## config.mk

```make
export PLATFORM = sky130hd
export DESIGN_NAME = pc_branch_unit
export DESIGN_NICKNAME = d
export VERILOG_FILES = /design/src/rtl/cpu_pkg.sv /design/src/rtl/sat_counter.sv /design/src/rtl/pc_branch_unit.sv
export SDC_FILE = /design/constraint.sdc
export NUM_CORES = 1
export LEC_CHECK = 0
export CAP_MARGIN = 15
export CELL_PAD_IN_SITES_DETAIL_PLACEMENT = 0
export CELL_PAD_IN_SITES_GLOBAL_PLACEMENT = 1
export CORE_UTILIZATION = 32
export CTS_CLUSTER_SIZE = 16
export DETAILED_ROUTE_END_ITERATION = 8
export PLACE_DENSITY = 0.87
export SLEW_MARGIN = 20
export SYNTH_ARGS = -nofsm -noshare
export SYNTH_HDL_FRONTEND = slang
export SYNTH_SLANG_ARGS = --single-unit
export TNS_END_PERCENT = 50
```

## constraint.sdc

```tcl
create_clock -name clk -period 4.5 [get_ports clk]
set_input_delay 0.45 -clock clk [delete_from_list [all_inputs] [get_ports clk]]
set_output_delay 0.45 -clock clk [all_outputs]
set_load 0.02 [all_outputs]
```

## src/rtl/cpu_pkg.sv

```systemverilog
// Shared encodings for the next-PC stage: control-state and target-select codes,
// plus the sequential PC step.
package cpu_pkg;

  typedef enum logic [1:0] {
    BOOT = 2'd0,
    RUN  = 2'd1,
    HALT = 2'd2
  } state_e;

  typedef enum logic [1:0] {
    SEL_SEQ = 2'd0,
    SEL_BR  = 2'd1,
    SEL_J   = 2'd2,
    SEL_JR  = 2'd3
  } pc_sel_e;

  localparam int unsigned PC_STEP = 4;

endpackage

```

## src/rtl/sat_counter.sv

```systemverilog
// Event counter that sticks at all-ones instead of wrapping.
module sat_counter #(
  parameter int CNT_W = 32
) (
  input  logic             clk,
  input  logic             rst_n,
  input  logic             inc,
  output logic [CNT_W-1:0] count
);

  logic [CNT_W-1:0] count_r;

  // count register: clears on reset, increments on inc until saturated
  always_ff @(posedge clk) begin
    if (!rst_n) begin
      count_r <= {CNT_W{1'b0}};
    end else if (inc && (count_r != {CNT_W{1'b1}})) begin
      count_r <= count_r + {{(CNT_W-1){1'b0}}, 1'b1};
    end else begin
      count_r <= count_r;
    end
  end

  assign count = count_r;

endmodule

```

## src/rtl/pc_branch_unit.sv

```systemverilog
// Next-PC stage: owns the architectural PC, resolves branch/jump targets,
// sequences BOOT/RUN/HALT and keeps sticky error flags and branch statistics.
module pc_branch_unit
  import cpu_pkg::*;
#(
  parameter int          WIDTH    = 64,
  parameter logic [63:0] RESET_PC = 64'h0,
  parameter int          IMM_W    = 16,
  parameter int          CNT_W    = 32
) (
  input  logic             clk,
  input  logic             rst_n,
  input  logic             stall,
  input  logic             beq,
  input  logic             bne,
  input  logic             jump,
  input  logic             jr,
  input  logic             equal,
  input  logic             not_equal,
  input  logic [IMM_W-1:0] imm,
  input  logic [25:0]      jtarget,
  input  logic [WIDTH-1:0] rs_val,
  input  logic             halt_req,
  output logic [WIDTH-1:0] pc,
  output logic [WIDTH-1:0] pc_plus4,
  output logic             pc_valid,
  output logic             taken,
  output logic             halted,
  output logic             misalign,
  output logic             cmp_err,
  output logic [CNT_W-1:0] branch_count,
  output logic [CNT_W-1:0] taken_count
);

  state_e           state_r, state_nxt_s;
  pc_sel_e          sel_s;
  logic [WIDTH-1:0] pc_r, pc_nxt_s, pc_plus4_s, imm_ext_s, br_target_s, j_target_s;
  logic             misalign_r, cmp_err_r;
  logic             cond_s, is_branch_s, in_run_s, jr_mis_s, advance_s, commit_s;
  logic             inc_branch_s, inc_taken_s;

  assign pc_plus4_s  = pc_r + WIDTH'(PC_STEP);
  assign imm_ext_s   = {{(WIDTH-IMM_W){imm[IMM_W-1]}}, imm};
  assign br_target_s = pc_plus4_s + (imm_ext_s << 2);
  assign j_target_s  = {pc_plus4_s[WIDTH-1:28], jtarget, 2'b00};

  assign cond_s      = (beq & equal) | (bne & not_equal);
  assign is_branch_s = beq | bne;
  assign in_run_s    = (state_r == RUN);
  assign jr_mis_s    = jr & (rs_val[1:0] != 2'b00);
  // halt_req outranks stall; a misaligned jr halts instead of committing
  assign advance_s   = in_run_s & ~halt_req & ~stall;
  assign commit_s    = advance_s & ~jr_mis_s;

  assign inc_branch_s = commit_s & is_branch_s & ~jr & ~jump;
  assign inc_taken_s  = commit_s & cond_s & ~jr & ~jump;

  // target select by priority: jr > jump > conditional > sequential
  always_comb begin
    sel_s = SEL_SEQ;
    if (jr) begin
      sel_s = SEL_JR;
    end else if (jump) begin
      sel_s = SEL_J;
    end else if (cond_s) begin
      sel_s = SEL_BR;
    end else begin
      sel_s = SEL_SEQ;
    end
  end

  // target mux
  always_comb begin
    pc_nxt_s = pc_plus4_s;
    case (sel_s)
      SEL_SEQ: pc_nxt_s = pc_plus4_s;
      SEL_BR:  pc_nxt_s = br_target_s;
      SEL_J:   pc_nxt_s = j_target_s;
      SEL_JR:  pc_nxt_s = rs_val;
      default: pc_nxt_s = pc_plus4_s;
    endcase
  end

  // control-state transitions
  always_comb begin
    state_nxt_s = state_r;
    case (state_r)
      BOOT: state_nxt_s = RUN;
      RUN: begin
        if (halt_req || (advance_s && jr_mis_s)) begin
          state_nxt_s = HALT;
        end else begin
          state_nxt_s = RUN;
        end
      end
      HALT:    state_nxt_s = HALT;
      default: state_nxt_s = BOOT;
    endcase
  end

  // state, PC and sticky flags
  always_ff @(posedge clk) begin
    if (!rst_n) begin
      state_r    <= BOOT;
      pc_r       <= RESET_PC[WIDTH-1:0];
      misalign_r <= 1'b0;
      cmp_err_r  <= 1'b0;
    end else begin
      state_r <= state_nxt_s;
      if (commit_s) begin
        pc_r <= pc_nxt_s;
      end else begin
        pc_r <= pc_r;
      end
      if (advance_s && jr_mis_s) begin
        misalign_r <= 1'b1;
      end else begin
        misalign_r <= misalign_r;
      end
      if (commit_s && is_branch_s && (equal == not_equal)) begin
        cmp_err_r <= 1'b1;
      end else begin
        cmp_err_r <= cmp_err_r;
      end
    end
  end

  sat_counter #(.CNT_W(CNT_W)) u_branch_cnt (
    .clk   (clk),
    .rst_n (rst_n),
    .inc   (inc_branch_s),
    .count (branch_count)
  );

  sat_counter #(.CNT_W(CNT_W)) u_taken_cnt (
    .clk   (clk),
    .rst_n (rst_n),
    .inc   (inc_taken_s),
    .count (taken_count)
  );

  assign pc       = pc_r;
  assign pc_plus4 = pc_plus4_s;
  assign pc_valid = in_run_s;
  assign halted   = (state_r == HALT);
  assign taken    = in_run_s & (jr | jump | cond_s);
  assign misalign = misalign_r;
  assign cmp_err  = cmp_err_r;

endmodule

```

==> metrics.md <==
| Metric | Value |
|---|---|
| Type of the worst setup path | `flip-flop to flip-flop` |
| Number of nets in the layout | `~2,200` |
| Clock Pin Slew Worst Setup and Hold Paths | `0.06 ns` |
| VDD IR max | `284 uV` |
| Total of fill cells in the finished design | `3,620` |
| Top cell type by total area after synthesis | `sky130_fd_sc_hd__dfxtp_1` |
| Source of the worst register-to-register timing path | `pc[11]` |
| Most common library cell in the layout ignoring fill and taps | `sky130_fd_sc_hd__clkdlybuf4s50_1` |
| Clock net sink count | `132` |
| Via density | `about 5.6` |
| Root buf cell | `sky130_fd_sc_hd__clkbuf_16` |
| Endpoints failing hold | `0` |
| Critical path peak fanout | `7` |
| Depth of the worst register-to-register path | `17` |
| Number of H-tree branching levels | `4` |
| Number of cells on the worst hold path | `1` |
| Sequential share of the synthesized area | `approximately 23%` |
| Drt initial violations | `between 900 and 1,000` |
| Compound-cell area share of the yosys netlist | `a little over a quarter` |
| Die Area | `approximately 37,000 um2` |
| Area of the placeable core | `roughly 36,000 um2` |
| Final period util | `between 90% and 100%` |
| Final Total Pwr | `roughly 3.5 mW` |
| Number of max-slew violations in the final report | `0` |
| XOR/XNOR Fraction of Synth Area | `12.0%` |
| Worst EP required | `between 4 and 5 ns` |
| Number of warnings reported in the yosys synthesis log | `0` |
| End of the worst register-to-register path | `pc[56]` |
| Pin slew with the least headroom to its limit | `between 0.7 and 0.8 ns` |
| Length of the first detailed-routing pass in iterations | `6` |
| Hold-fix buffer count after cts | `0` |
| Total CTS buffers | `17` |
| Number of port buffers | `about 310` |
| Number of setup violations in the final report | `0` |
| Nets in the synthesized netlist | `1,802` |
| Combinational family with the most area after synthesis | `simple AND/OR/NAND/NOR gates` |
| Worst min-delay path category | `flip-flop to flip-flop` |
| Estimated wirelength of the detail-placed design | `40.5 mm` |
| Pin count of the biggest net entering global routing | `64` |
| Worst-case setup margin in the final layout | `approximately 0.18 ns` |
| Static leakage | `6.50 nW` |
| Yosys top cell area share | `between 20 and 25%` |
| Clock Skews | `between 0.01 and 0.015 ns` |
| Total length of routed wires | `between 50 and 60 mm` |
| Total DRC errors in the routed layout | `0` |
| Detailed-route via count | `between 10,000 and 15,000` |
| Clk buf depth | `2` |
| Clock latency at the later pin of the worst-skew pair | `0.46 ns` |
| Synthesized cell area | `~12,000 um2` |
| Setup slack after placement | `-0.0839 ns` |
| Number of antenna violations at the first check in global routing | `2` |
| Kind of launch point of the worst setup path | `flip-flop` |
| Overall global routing resource usage | `approximately 28%` |
| Relative max-transition margin | `50.2%` |
| Flop-to-flop setup slack | `between 0.15 and 0.2 ns` |
| Clock period minus final worst setup slack | `roughly 4.3 ns` |
| Post-Syn Instances | `1,613` |
| Ratio of total power to cell area | `between 200 and 250 nW/um2` |
| Seq cells post-synth | `~130` |
| Via count of the first global-routing pass | `13,492` |
| Clock tree from TritonCTS | `done` |
| Die Width | `a little under 200 um` |
| Destination of the worst hold path | `pc[0]` |
| Mux share of post-synthesis cell area | `less than 1%` |
| Number of primary I/O pins | `approximately 310` |
| Row Count | `between 60 and 70` |
| Run status | `completed` |
| Ys flop type | `sky130_fd_sc_hd__dfxtp_1` |
| Wire length of the first global-routing pass | `between 70 and 80 mm` |
| Post-synth cell types | `76` |
| Die height | `approximately 190 um` |
| Max Cap Viol | `0` |
| Ys async rst share | `0%` |
| Signal arrival time at the worst endpoint | `approximately 4.7 ns` |
| Global-route congestion overflow total | `0` |
| Start point of the worst hold path | `pc[0]` |
| Initial core utilization | `32.6%` |
| Area contributors post-synth | `sky130_fd_sc_hd__dfxtp_1 23%, sky130_fd_sc_hd__ha_1 7.8%, sky130_fd_sc_hd__xnor2_1 7.3%, sky130_fd_sc_hd__a21oi_1 6.6%, sky130_fd_sc_hd__o21ai_0 6.0%` |
| Adder and majority gate portion of the synthesized area | `approximately 8%` |
| Max Clock Freq | `about 230 MHz` |
| RD Place Congestion | `just under 1` |
| Kind of capture point of the worst setup path | `flip-flop` |
| Highest-count cells in the layout ignoring fill and taps | `309 x sky130_fd_sc_hd__clkdlybuf4s50_1, 183 x sky130_fd_sc_hd__nand2_1, 152 x sky130_fd_sc_hd__nor2_1` |
| Synth Area per Inst | `7.18 um2` |
| Number of nets with antenna violations after detailed routing | `0` |
| Mean routed wirelength per cell | `between 20 and 25 um` |
| Area delta synth->final | `43.8%` |
| Synth Area in Simple Gates | `about a quarter` |
| Number of enable flip-flop cells after synthesis | `0` |
| Share of post-route cells with drive strength above 1 | `between 10 and 15%` |
-- synth_stat cells, types with 18 or more instances --
cell and n:
sky130_fd_sc_hd__nor2_1 156, sky130_fd_sc_hd__a221oi_1 18, sky130_fd_sc_hd__inv_1 29, sky130_fd_sc_hd__nand4_1 53, sky130_fd_sc_hd__and2_1 29, sky130_fd_sc_hd__and3_1 38, sky130_fd_sc_hd__a21o_1 26, sky130_fd_sc_hd__clkbuf_1 76
sky130_fd_sc_hd__xor2_1 63, sky130_fd_sc_hd__o21ai_0 140, sky130_fd_sc_hd__nand2_1 185, sky130_fd_sc_hd__dfxtp_1 132, sky130_fd_sc_hd__a31oi_1 20, sky130_fd_sc_hd__nand3_1 61, sky130_fd_sc_hd__or3_1 22, sky130_fd_sc_hd__nor3_1 32
sky130_fd_sc_hd__xnor2_1 96, sky130_fd_sc_hd__a21oi_1 152, sky130_fd_sc_hd__ha_1 72
-- kinds of logic (layout without fill, tap and decap cells) --
kind of cell / Yosys count / in the layout
adders and majority gates: 73 / 73
and+or+nand+nor: 633 / 633
buffers and inverters: 122 / 503
xor gates and xnor gates: 159 / 159
AOI/OAI and AO/OA: 487 / 487
muxes: 7 / 7
other: 0 / 1
DFF: 132 / 132
-- layout make-up --
class	instances	area (um2)	area share, %
Antenna cell	1	2.50	0.0150
Clock buffer	20	447	2.68
Clock inverter	11	129	0.774
Inverter	30	113	0.676
Multi-Input combinational cell	1359	8660	52.0
Sequential cell	132	2650	15.9
Tap cell	461	577	3.46
Timing Repair Buffer	442	4080	24.5
-- worst max-delay path, cell delays in order, from the launching register on --
cell and delay, ns:
sky130_fd_sc_hd__dfxtp_2 0.35, sky130_fd_sc_hd__and4_2 0.28, sky130_fd_sc_hd__nand3_2 0.12, sky130_fd_sc_hd__nor2_2 0.14, sky130_fd_sc_hd__nand4_1 0.17, sky130_fd_sc_hd__buf_4 0.20
sky130_fd_sc_hd__xnor2_1 0.25, sky130_fd_sc_hd__ha_1 0.37, sky130_fd_sc_hd__a21oi_1 0.22, sky130_fd_sc_hd__o21ai_0 0.19, sky130_fd_sc_hd__or4_1 0.51, sky130_fd_sc_hd__a311o_1 0.38
sky130_fd_sc_hd__nand4b_1 0.12, sky130_fd_sc_hd__nand2_2 0.11, sky130_fd_sc_hd__a31oi_4 0.18, sky130_fd_sc_hd__o21ai_1 0.12, sky130_fd_sc_hd__nor4b_1 0.15, sky130_fd_sc_hd__or3_1 0.34
-- where the power goes --
group | switching (mW) | internal [mW] | total [mW]
sequential | 0.0236 | 1.19 | 1.21
clock | 0.599 | 0.829 | 1.43
combinational | 0.522 | 0.382 | 0.904
-- through the flow --
| stage | utilization [%] | instances | hold slack (ns) | cell area, um2 | setup TNS (ns) |
|---|---|---|---|---|---|
| finish | 46.8 | 2456 | 0.484 | 16700 | 0 |
| global route | 46.8 | 2456 | 0.503 | 16700 | -0.00453 |
| CTS | 46.5 | 2452 | 0.492 | 16500 | 0 |
| detailed placement | 44.8 | 2421 | 0.472 | 15900 | -0.138 |
| global placement | 44.8 | 2421 | 0.457 | 15900 | -0.112 |
| floorplan | - | 1613 | 0.450 | 11600 | 0 |
-- state kept, by name (all words and copies together), names as in the netlist --
register and count:
cmp_err 1, u_taken_cnt.count 32, pc 64, u_branch_cnt.count 32, misalign 1, state_r 2
-- worst max path at each step --
stage / from / end / slack [ns] / cells after the start
4_1_cts: pc[26] / pc[63] / 0.008 / 16
3_3_place_gp: pc[26] / pc[57] / -0.1 / 16
3_5_place_dp: pc[26] / pc[57] / -0.08 / 16
2_1_floorplan: pc[16] / pc[56] / 0.01 / 18
6_report: pc[11] / pc[56] / 0.18 / 17
5_1_grt: pc[11] / pc[56] / -0.003 / 18
-- timing repair --
item / CTS / global route
gates resized for setup: 3 / 31
gates cloned: 0 / 0
setup endpoints to repair: 2 / 18
buffers inserted: 0 / 3
pin swaps: 0 / 7
-- per-layer routing --
metal | up-vias | track usage, % | part of all wire, %
li1 | 6608 | - | -
met1 | 6572 | 34.4 | 42
met2 | 554 | 46.6 | 47
met3 | 90 | 6.71 | 7.8
met4 | 2 | 11.2 | 3.1
met5 | - | 0 | 0.025
Note: power is estimated with default switching activity, not from simulation.
